[config.mk]
export PLATFORM = sky130hd
export DESIGN_NAME = rgy_sequencer
export DESIGN_NICKNAME = d
export VERILOG_FILES = /design/src/rtl/rgy_sequencer.sv
export SDC_FILE = /design/constraint.sdc
export NUM_CORES = 1
export LEC_CHECK = 0
export BUFFER_PORTS_ARGS = -buffer_cell sky130_fd_sc_hd__buf_2
export CAP_MARGIN = 20
export CORE_MARGIN = 3
export CORE_UTILIZATION = 39
export DETAILED_ROUTE_END_ITERATION = 8
export HOLD_SLACK_MARGIN = 0.15
export PLACE_DENSITY = 0.56
export SYNTH_ARGS = -nofsm -noshare
export SYNTH_HDL_FRONTEND = slang
export SYNTH_SLANG_ARGS = --single-unit
[constraint.sdc]
create_clock -name clk -period 2.3 [get_ports clk]
set_input_delay 0.115 -clock clk [delete_from_list [all_inputs] [get_ports clk]]
set_output_delay 0.115 -clock clk [all_outputs]
set_load 0.02 [all_outputs]
[src/rtl/rgy_sequencer.sv]
// Traffic-light phase sequencer: drives the 4-bit RGY phase code from a prescaled
// tick, with latched per-direction green requests that can shorten the opposing green.
module rgy_sequencer #(
    parameter int unsigned TICK_DIV  = 4,
    parameter int unsigned MIN_GREEN = 2
) (
    input  logic       clk,
    input  logic       rst,
    input  logic       en,
    input  logic [1:0] req,
    output logic [3:0] q,
    output logic       tick,
    output logic [1:0] pend,
    output logic [1:0] ack
);

    typedef enum logic [1:0] {
        G1 = 2'd0,
        Y1 = 2'd1,
        G0 = 2'd2,
        Y0 = 2'd3
    } region_t;

    localparam logic [15:0] PC_LAST = 16'(TICK_DIV - 1);
    localparam logic [3:0]  DWELL   = 4'(MIN_GREEN - 1);

    region_t     region;
    logic [15:0] pc;
    logic        step;
    logic [3:0]  q_next;
    logic [1:0]  green;
    logic [1:0]  enter;

    always_comb begin
        region = G1;
        if (q <= 4'd5)
            region = G1;
        else if (q <= 4'd7)
            region = Y1;
        else if (q <= 4'd13)
            region = G0;
        else
            region = Y0;
    end

    // Bit k of green/enter/pend/ack always refers to direction k.
    assign green = {region == G1, region == G0};
    assign step  = en && (pc == PC_LAST);

    always_comb begin
        q_next = q + 4'd1;
        if (region == G1 && pend[0] && q >= DWELL)
            q_next = 4'd6;
        if (region == G0 && pend[1] && (q - 4'd8) >= DWELL)
            q_next = 4'd14;
    end

    assign enter = {q_next == 4'd0, q_next == 4'd8} & {2{step}};

    always_ff @(posedge clk or posedge rst) begin
        if (rst) begin
            pc   <= '0;
            q    <= '0;
            tick <= 1'b0;
            pend <= '0;
            ack  <= '0;
        end else begin
            tick <= step;
            ack  <= enter & pend;
            if (en) begin
                pc   <= step ? '0 : pc + 16'd1;
                // Clearing on green entry takes priority over a same-edge request.
                pend <= (pend | (req & ~green)) & ~enter;
                if (step)
                    q <= q_next;
            end
        end
    end

endmodule

==> results.md <==
- Post-synthesis sequential area ratio: 51.1%
- Starting Density: 42.6%
- Area grow syn2layout: 14.7%
- Hold Path Depth: 1
- Max IR drop VDD: 0.297 mV
- Row count: 19
- Critical path cell sequence: ha_1 > nor4bb_1 > nand4_1 > inv_2 > mux2_2
- CTS sink cnt: 25
- Synth cell types: 31
- CTS Buf Count: 3
- Fin worst setup slack: 0.425 ns
- FF-to-FF Start: pc[0]
- H-tree depth: 1
- Post-Place Worst Slack: 0.410 ns
- Cell Count, Final, Fillers Out: 175
- Yosys warnings: 0
- Die width: 62.0 microns
- First-pass GRT wire length: 4110 microns
- Placed Instance Area: 1340 sq um
- Most common flop cell mapped by yosys: dfrtp_1
- PortBufs: 13
- Die height: 62.0 microns
- Clk root buf: clkbuf_4
- Setup Crit Path Kind: reg -> reg
- Reg2reg setup slack: 0.42 ns
- Drt wl/cell: 12.9 microns
- CTS tree: built
- Hold EP: pc[15]
- Slew margin rel.: 38.6%
- Slew Viols, Final: 0
- Worst r2r path cells: 5
- Status: completed
- GRT overflow: 0
- CORE AREA: 2880 sq um
- Endpoints failing hold: 0
- Clock-pin slew on the worst setup and hold paths: 0.15 ns
- Vias per inst: 5.09
- Skew final: 0.00382 ns
- # setup viols final: 0
- Dpl cells: 167
- Hold WC Path Type: reg -> reg
- Pin count of the biggest net entering global routing: 26
- GRT Util Overall: 14.3%
- Worst-path maximum fanout: 7
- Antenna-violating nets left: 0
- Number of global-route vias before repair: 938
- IO Pins: 14
- 1st-iter DRT viols: 29
- Worst path required time: 2.53 ns
- DP HPWL: 1690 microns
- Leakage: 0.000658 uW
- Clk Latency, worst-skew pair: 0.33 ns
- Critical path launch point type: flip-flop
- Resized Gates After CTS: 0
- Crit path DAT: 2.10 ns
- Async SR Flop Fraction: 100%
- Mapped cell area: 1220 sq um
- Clock tree buffer depth: 2
- Final critical-path share of the clock period: 81.5%
- # nets final: 143
- Share of layout cells above drive strength 1: 18.0%
- Sum Neg Setup Slack: 0 ns
- HP Start: pc[15]
- Crit-path slowest cell: dfrtp_1
- Avg Inst Size Synth: 10.8 sq um
- Synth Register Bits: 25
- Pwr Density: 613 nW/um^2
- Fin area: 1410 sq um
- # fillers: 259
- Syn_nets: 122
- Max stage delay on crit path: 0.43 ns
- ANT cells: 0
- Drt drc: 0
- DR pass1 iterations: 6
- Die ar.: 3850 sq um
- Min cycle time layout: 1.88 ns
- DR vias: 890
- Worst-margin pin slew: 0.919 ns
- RSZ-0062 raised after global routing: no
- Initial antenna violation count: 0
- Crit end category: flip-flop
- Reg2reg end: q[3]
- GP Congestion: 0.770
- Mapped Cells: 113
- Maximum Capacitance Violations: 0
- Routed WL: 2260 microns
- Post-synth EDFFs: 0
- F_max: 0.533 GHz
==> where the power goes <==
part | switching, uW | leakage, uW | internal [uW]
clock network | 142 | 0.0000139 | 66.5
registers | 58.1 | 0.000312 | 484
logic | 53.2 | 0.000332 | 57.1
==> worst max path at each step <==
stage	cells after the start	slack, ns	start	to
6_report	5	0.42	pc[0]	q[3]
5_1_grt	5	0.21	pc[0]	q[3]
4_1_cts	5	0.40	pc[0]	q[3]
3_5_place_dp	5	0.41	pc[0]	q[3]
3_3_place_gp	5	0.45	pc[0]	q[3]
2_1_floorplan	6	0.58	q[0]	pend[0]
==> cell families after synthesis <==
family	share of synthesized area (%)
AND/OR/NAND/NOR	18.4
flip-flops	51.1
XOR/XNOR	11.4
AO/OA/AOI/OAI	8.99
buffers and inverters	3.37
adder cells (fa/ha/maj)	4.09
multiplexers	2.66
==> worst max-delay path, delay by kind of cell (launching register included) <==
kind                     cells  cell delay (ns)
AND/OR/NAND/NOR              2             0.56
flip-flops                   1             0.43
multiplexers                 1             0.35
buffers and inverters        1             0.22
adder cells (fa/ha/maj)      1             0.21
==> routing by layer <==
layer / GRT usage, % / up-vias / share of wire [%]
li1: - / 439 / -
met4: 2.73 / 0 / 0.58
met3: 3.72 / 2 / 3.4
met5: 0 / - / 0
met2: 25.1 / 13 / 50
met1: 17.7 / 436 / 46
==> synthesized netlist by cell type, types with 2 or more instances <==
cell type | number | share of area (%)
xor2_1 | 4 | 2.9
and3_1 | 2 | 1.0
inv_1 | 8 | 2.5
nor3_1 | 2 | 0.82
a2bb2oi_1 | 3 | 2.1
nand3_1 | 5 | 2.0
o21ai_0 | 4 | 1.6
nand2_1 | 11 | 3.4
nor4_1 | 3 | 1.5
xnor2_1 | 12 | 8.6
dfrtp_1 | 25 | 51
ha_1 | 4 | 4.1
mux2_2 | 2 | 1.8
nand4_1 | 5 | 2.6
nor2_1 | 5 | 1.5
o21a_1 | 3 | 1.8
==> cells in the final DEF (no fill, tap or decap), types with 4 or more instances in the layout <==
| cell type | n |
|---|---|
| buf_2 | 13 |
| dfrtp_1 | 25 |
| dlygate4sd3_1 | 4 |
| ha_1 | 4 |
| inv_1 | 8 |
| nand2_1 | 11 |
| nand3_1 | 5 |
| nand4_1 | 5 |
| nor2_1 | 5 |
| o21ai_0 | 4 |
| xnor2_1 | 12 |
| xor2_1 | 4 |
==> state kept, by name (all words and copies together), names as in the netlist <==
register and flops:
pend 2, tick 1, q 4, ack 2, pc 16
==> cell type report <==
| class | count | area [sq um] | share of cell area, % |
|---|---|---|---|
| Clock buffer | 3 | 22.5 | 1.60 |
| Clock inverter | 1 | 7.51 | 0.534 |
| Inverter | 9 | 33.8 | 2.40 |
| Multi-Input combinational cell | 78 | 558 | 39.7 |
| Sequential cell | 25 | 626 | 44.5 |
| Tap cell | 42 | 52.6 | 3.74 |
| Timing Repair Buffer | 17 | 105 | 7.48 |
==> what timing repair did <==
item                                    4_1_cts  5_1_grt
endpoints found under the hold margin        29        0
hold buffers                                  4        0
buffers inserted                              0        0
endpoints found under the setup margin        0        0
==> through the flow <==
stage / utilization (%) / hold WS [ns] / total power (uW)
after global placement: 46.4 / 0.364 / 656
final: 48.8 / 0.496 / 861
after detailed placement: 46.4 / 0.378 / 656
after global routing: 48.8 / 0.525 / 917
after CTS: 48.8 / 0.496 / 876
after floorplan: - / 0.142 / 627
Note: power is estimated with default switching activity, not from simulation.
